$ cat config.mk
export PLATFORM = sky130hd
export DESIGN_NAME = enc_dec_apb_regbank_flat
export DESIGN_NICKNAME = d
export VERILOG_FILES = /design/src/rtl/enc_dec_apb_regbank_if.sv /design/src/rtl/enc_dec_apb_regbank.sv /design/src/flat_wrapper.sv
export SDC_FILE = /design/constraint.sdc
export NUM_CORES = 1
export LEC_CHECK = 0
export BUFFER_PORTS_ARGS = -buffer_cell sky130_fd_sc_hd__buf_2
export CORE_MARGIN = 2
export CORE_UTILIZATION = 40
export CTS_BUF_LIST = sky130_fd_sc_hd__clkbuf_16
export CTS_CLUSTER_SIZE = 20
export DETAILED_ROUTE_END_ITERATION = 8
export GPL_ROUTABILITY_DRIVEN = 0
export GPL_TIMING_DRIVEN = 0
export PLACE_DENSITY = 0.59
export SYNTH_ARGS = -nofsm -noshare
export SYNTH_HDL_FRONTEND = slang
export SYNTH_SLANG_ARGS = --single-unit
$ cat constraint.sdc
create_clock -name clk -period 2.15 [get_ports clk]
set_clock_uncertainty 0.15 [all_clocks]
set_input_delay 0.1075 -clock clk [delete_from_list [all_inputs] [get_ports clk]]
set_output_delay 0.1075 -clock clk [all_outputs]
set_load 0.05 [all_outputs]
$ cat src/rtl/enc_dec_apb_regbank_if.sv
// APB3 bus bundle between the CPU bridge and the encoder/decoder register bank.
// Ports: PADDR/PSEL/PENABLE/PWRITE/PWDATA from master, PRDATA/PREADY from slave.
interface enc_dec_apb_regbank_if #(
    parameter int AMBA_ADDR_WIDTH = 20,
    parameter int AMBA_WORD       = 32
);
    logic [AMBA_ADDR_WIDTH-1:0] PADDR;
    logic                       PSEL;
    logic                       PENABLE;
    logic                       PWRITE;
    logic [AMBA_WORD-1:0]       PWDATA;
    logic [AMBA_WORD-1:0]       PRDATA;
    logic                       PREADY;

    modport master (
        output PADDR, PSEL, PENABLE, PWRITE, PWDATA,
        input  PRDATA, PREADY
    );

    modport slave (
        input  PADDR, PSEL, PENABLE, PWRITE, PWDATA,
        output PRDATA, PREADY
    );
endinterface

$ cat src/rtl/enc_dec_apb_regbank.sv
// APB register bank (CTRL, DATA_IN, CODEWORD_WIDTH, NOISE) feeding the
// encoder/decoder core; a CTRL write launches an operation via start.
// Ports: clk, rst (async active-low), s_apb (APB slave bundle),
//        ctrl/data_in/codeword_width/noise (register contents to the core),
//        start (launch pulse), busy (operation in flight),
//        operation_done (core completion pulse).
module enc_dec_apb_regbank #(
    parameter int AMBA_ADDR_WIDTH = 20,
    parameter int AMBA_WORD       = 32
) (
    input  logic                 clk,
    input  logic                 rst,
    enc_dec_apb_regbank_if.slave s_apb,
    output logic [1:0]           ctrl,
    output logic [AMBA_WORD-1:0] data_in,
    output logic [1:0]           codeword_width,
    output logic [AMBA_WORD-1:0] noise,
    output logic                 start,
    output logic                 busy,
    input  logic                 operation_done
);

    typedef enum logic [1:0] {
        ST_IDLE  = 2'd0,
        ST_START = 2'd1,
        ST_BUSY  = 2'd2
    } state_t;

    localparam logic [1:0] A_CTRL  = 2'b00;
    localparam logic [1:0] A_DATA  = 2'b01;
    localparam logic [1:0] A_CWW   = 2'b10;
    localparam logic [1:0] A_NOISE = 2'b11;

    state_t               r_state;
    state_t               w_state_nxt;

    logic [AMBA_WORD-1:0] r_ctrl;
    logic [AMBA_WORD-1:0] r_data_in;
    logic [AMBA_WORD-1:0] r_cww;
    logic [AMBA_WORD-1:0] r_noise;
    logic [AMBA_WORD-1:0] r_prdata;
    logic [AMBA_WORD-1:0] w_rd_mux;

    logic [1:0]           w_addr;
    logic                 w_pready;
    logic                 w_wr_commit;
    logic                 w_rd_sel;
    logic                 w_launch;
    logic                 w_unused_addr;

    assign w_addr = s_apb.PADDR[3:2];

    // Only [3:2] select a register; remaining address bits are don't-care.
    assign w_unused_addr = ^{s_apb.PADDR[AMBA_ADDR_WIDTH-1:4],
                             s_apb.PADDR[1:0]};

    // Writes are held off while an operation runs so the core sees
    // stable register contents; reads are always zero-wait.
    assign w_pready = ~(s_apb.PSEL & s_apb.PWRITE & (r_state != ST_IDLE));

    assign w_wr_commit = s_apb.PSEL & s_apb.PENABLE
                       & s_apb.PWRITE & w_pready;

    // Load read data in both setup and access phases so the registered
    // PRDATA is already valid when the access phase begins.
    assign w_rd_sel = s_apb.PSEL & ~s_apb.PWRITE;

    // CTRL op code 2'b11 is reserved: stored, but never launches.
    assign w_launch = w_wr_commit & (w_addr == A_CTRL)
                    & (s_apb.PWDATA[1:0] != 2'b11);

    always_comb begin
        w_rd_mux = '0;
        unique case (w_addr)
            A_CTRL:  w_rd_mux = r_ctrl;
            A_DATA:  w_rd_mux = r_data_in;
            A_CWW:   w_rd_mux = r_cww;
            A_NOISE: w_rd_mux = r_noise;
            default: w_rd_mux = '0;
        endcase
    end

    always_ff @(posedge clk or negedge rst) begin
        if (!rst) begin
            r_ctrl    <= '0;
            r_data_in <= '0;
            r_cww     <= '0;
            r_noise   <= '0;
        end else if (w_wr_commit) begin
            unique case (w_addr)
                A_CTRL:  r_ctrl    <= s_apb.PWDATA;
                A_DATA:  r_data_in <= s_apb.PWDATA;
                A_CWW:   r_cww     <= s_apb.PWDATA;
                A_NOISE: r_noise   <= s_apb.PWDATA;
                default: ;
            endcase
        end
    end

    always_ff @(posedge clk or negedge rst) begin
        if (!rst) begin
            r_prdata <= '0;
        end else if (w_rd_sel) begin
            r_prdata <= w_rd_mux;
        end
    end

    always_ff @(posedge clk or negedge rst) begin
        if (!rst) begin
            r_state <= ST_IDLE;
        end else begin
            r_state <= w_state_nxt;
        end
    end

    always_comb begin
        w_state_nxt = r_state;
        start       = 1'b0;
        busy        = 1'b0;
        unique case (r_state)
            ST_IDLE: begin
                if (w_launch) begin
                    w_state_nxt = ST_START;
                end
            end
            ST_START: begin
                start = 1'b1;
                busy  = 1'b1;
                // A completion arriving already in the launch cycle
                // must not be lost.
                if (operation_done) begin
                    w_state_nxt = ST_IDLE;
                end else begin
                    w_state_nxt = ST_BUSY;
                end
            end
            ST_BUSY: begin
                busy = 1'b1;
                if (operation_done) begin
                    w_state_nxt = ST_IDLE;
                end
            end
            default: begin
                w_state_nxt = ST_IDLE;
            end
        endcase
    end

    assign s_apb.PREADY   = w_pready;
    assign s_apb.PRDATA   = r_prdata;
    assign ctrl           = r_ctrl[1:0];
    assign data_in        = r_data_in;
    assign codeword_width = r_cww[1:0];
    assign noise          = r_noise;

endmodule

$ cat src/flat_wrapper.sv
// flat-port wrapper written by rule: the top's interface ports become plain ports
module enc_dec_apb_regbank_flat 
#(
    parameter int AMBA_ADDR_WIDTH = 20,
    parameter int AMBA_WORD       = 32
)
  (clk, rst, ctrl, data_in, codeword_width, noise, start, busy, operation_done, s_apb_PADDR, s_apb_PSEL, s_apb_PENABLE, s_apb_PWRITE, s_apb_PWDATA, s_apb_PRDATA, s_apb_PREADY);
  enc_dec_apb_regbank_if #(.AMBA_ADDR_WIDTH(AMBA_ADDR_WIDTH), .AMBA_WORD(AMBA_WORD)) s_apb_i ();
  input  logic clk;
  input  logic rst;
  output logic [1:0] ctrl;
  output logic [AMBA_WORD-1:0] data_in;
  output logic [1:0] codeword_width;
  output logic [AMBA_WORD-1:0] noise;
  output logic start;
  output logic busy;
  input  logic operation_done;
  input wire logic [$bits(s_apb_i.PADDR)-1:0] s_apb_PADDR;
  input wire logic [$bits(s_apb_i.PSEL)-1:0] s_apb_PSEL;
  input wire logic [$bits(s_apb_i.PENABLE)-1:0] s_apb_PENABLE;
  input wire logic [$bits(s_apb_i.PWRITE)-1:0] s_apb_PWRITE;
  input wire logic [$bits(s_apb_i.PWDATA)-1:0] s_apb_PWDATA;
  output wire logic [$bits(s_apb_i.PRDATA)-1:0] s_apb_PRDATA;
  output wire logic [$bits(s_apb_i.PREADY)-1:0] s_apb_PREADY;
  assign s_apb_i.PADDR = s_apb_PADDR;
  assign s_apb_i.PSEL = s_apb_PSEL;
  assign s_apb_i.PENABLE = s_apb_PENABLE;
  assign s_apb_i.PWRITE = s_apb_PWRITE;
  assign s_apb_i.PWDATA = s_apb_PWDATA;
  assign s_apb_PRDATA = s_apb_i.PRDATA;
  assign s_apb_PREADY = s_apb_i.PREADY;
  enc_dec_apb_regbank #(.AMBA_ADDR_WIDTH(AMBA_ADDR_WIDTH), .AMBA_WORD(AMBA_WORD)) u_core (.clk(clk), .rst(rst), .s_apb(s_apb_i), .ctrl(ctrl), .data_in(data_in), .codeword_width(codeword_width), .noise(noise), .start(start), .busy(busy), .operation_done(operation_done));
endmodule
==> results.toml <==
[status]
outcome = "finished, final reports clean"

[finish]
final_cell_mix = "162 x dfrtp_1, 145 x buf_2, 131 x mux2_2"
final_cell_area_um2 = 9250
finalNetCount = 666
final_cells = 842
antenna-diode-count = 0
area_growth_syn_to_layout_pct = 30.6
drive_above_1_share_pct = 65.3
final_common_cell = "dfrtp_1"

[timing]
relSlewSlack_pct = 47.6
final.period_utilization_pct = 94.6
setup_viol = 0
period_needed_ns = 2.03
hold_violations = 0
worst_slack_ns = 0.116
rsz0062_at_grt = "false"
slew_viol_final = 0
tightest_slew_ns = 0.786
whs_ns = 0.0281
clock.fmax_mhz = 492
finalSetupTns_ns = 0

[worst_setup_path]
max_stage_delay_ns = 0.40
critPathMaxFanout = 6
cp_cell_sequence = "inv_2 -> ha_4 -> nand4_4 -> nor3b_4 -> buf_12 -> buf_2 -> mux2_2"
critPathRequiredTime_ns = 2.30
r2r_slack_ns = 0.12
cp_slowest_cell = "dfrtp_1"
crit_path_start_kind = "flop"
r2r_start = "u_core.r_state[0]"
cp-end-kind = "flop"
reg2reg_depth = 7
r2r_end = "u_core.data_in[20]"
critical_path_class = "reg2reg"
worstPathArrival_ns = 2.19

[power_and_ir_drop]
cellPowerDensity_nw_per_um2 = 1710
swShare_pct = 41.7
total_leakage_power_uw = 0.00454
p_switching_uw = 6580
clkPwrFrac_pct = 21.5
seqPwrFrac_pct = 34.3
ir_drop_uv = 992
internal_power_uw = 9220
power_frac_comb_pct = 44.2

[routing]
vias = 4307
vias_per_cell = 5.12
drt_wl_total_um = 15900
avgRoutedWirePerCell_um = 18.9
drc = 0
dr.pass1.iters = 4
first_iter_violations = 144
ant_nets = 0

[min_path]
min_path_type = "in2reg"
min_to = "u_core.r_state[1]"
hp-start = "s_apb_PENABLE"
whs_path_depth = 4

[logic_synthesis]
ys_ff_latch = 162
avgSynthCellArea_um2 = 17.5
syn-num-nets = 466
synth_cell_type_count = 22
yosys_warnings = 0
syn-cell-area_um2 = 7080
syn_inst = 404
ys_seq_area_share_pct = 57.2

[die]
core-area_um2 = 17300
start_util_pct = 40.9
die_area_um2 = 18800
rows = 48
ios = 161
die_y_um = 137
chipWidth_um = 137

[clock_tree]
cts_root_buf = "clkbuf_16"
clk_latency_ns = 0.42
cts_tree = "yes"
cts_buffers = 17
h-tree-depth = 4
path_clk_slew_ns = 0.06
cts_max_path_buffers = 2
cts.sinks = 162

[placed_design]
placed_area_um2 = 8100
numPlacedInstances = 770
post-place-ws_ns = -0.223
dpl.hpwl_um = 10400
io_buffer_count = 140

[job]
drv_cap = 0

[global_route]
grt_pass1_wl_um = 25000
overflow = 0
grt_pass1_vias = 4552
grt_max_degree = 83
grt_usage_pct = 17.8
antenna_found_initial = 0
[layer usage]
| metal | wire, um | global-route usage [%] | vias to the layer above |
|---|---|---|---|
| li1 | - | - | 1890 |
| met1 | 6950 | 23.5 | 2302 |
| met2 | 7950 | 28.7 | 104 |
| met3 | 863 | 5.37 | 11 |
| met4 | 167 | 4.41 | 0 |
| met5 | 0 | 0 | - |
[through the flow]
step,utilization (%),power (uW)
final,53.5,15800
after global routing,53.5,16600
after CTS,53.1,15900
after detailed placement,46.8,12400
after global placement,46.6,12200
after floorplan,-,10700
[cell usage after synthesis]
library cell  count  area share (%)
buf_4            10             1.1
a211oi_1          1            0.11
buf_12            3            0.85
a22o_1            1            0.12
mux2_4           30             6.4
buf_6             1            0.16
nor3b_2           2            0.35
clkbuf_1          4            0.21
nand2_1           2            0.11
dfrtp_1         162              57
inv_1             3            0.16
buf_2            11            0.78
mux2_2          131              21
and2b_2           1            0.12
nand4_2           1            0.18
nand4_1           1           0.088
nor2_1            1           0.053
mux2i_1           1            0.14
mux4_2           32              10
ha_1              4            0.71
or3_1             1           0.088
nand3b_1          1            0.11
[worst max-delay path, delay by kind of cell, from the launching register on]
kind / cells / cell delay [ns]
DFF: 1 / 0.40
buffers and inverters: 3 / 0.47
adders and majority gates: 1 / 0.16
and+or+nand+nor: 2 / 0.38
muxes: 1 / 0.36
[cells by family after synthesis]
| group | count (synthesis) | share of synthesized area [%] |
|---|---|---|
| adder cells (fa/ha/maj) | 4 | 0.707 |
| flip-flops | 162 | 57.2 |
| multiplexers | 194 | 37.5 |
| AND/OR/NAND/NOR | 10 | 1.10 |
| buffers and inverters | 32 | 3.22 |
| AO/OA/AOI/OAI | 2 | 0.230 |
[what timing repair did]
item                                    in CTS  in global routing
setup buffers                                2                  2
gates cloned                                 1                  1
resized for setup                           14                  7
pin swaps                                    1                  1
hold endpoints to repair                   209                  0
hold buffers                                34                  0
endpoints found under the setup margin      95                115
[worst max-delay path by stage]
| stage | startpoint | end | cells after the start |
|---|---|---|---|
| final | u_core.r_state[0] | u_core.data_in[20] | 7 |
| after detailed placement | u_core.r_state[1] | u_core.data_in[17] | 6 |
| after global routing | u_core.r_state[0] | u_core.noise[17] | 6 |
| after global placement | rst | u_core.r_ctrl[11] | 1 |
| after floorplan | u_core.r_state[0] | u_core.r_ctrl[0] | 7 |
| after CTS | u_core.r_state[1] | u_core.r_cww[12] | 6 |
[layout make-up]
type                            count  area (um^2)
Buffer                             29          254
Clock buffer                       17          425
Clock inverter                     15          240
Fill cell                        1452         8050
Inverter                            3         11.3
Multi-Input combinational cell    210         2840
Sequential cell                   162         4050
Tap cell                          225          282
Timing Repair Buffer              181         1150
[registers in the layout, indices dropped and copies added (netlist names)]
name	flops
u_core.r_state	2
u_core.noise	32
u_core.r_ctrl	32
u_core.r_cww	32
u_core.data_in	32
u_core.s_apb.PRDATA	32
[power groups by stage]
stage	clock network (uW)	registers, uW	logic [uW]
2_1_floorplan	0	8280	2470
3_3_place_gp	0	5360	6860
3_5_place_dp	0	5450	6960
4_1_cts	3470	5420	7040
5_1_grt	3610	5610	7340
6_report	3390	5420	6990
Note: power is estimated with default switching activity, not from simulation.
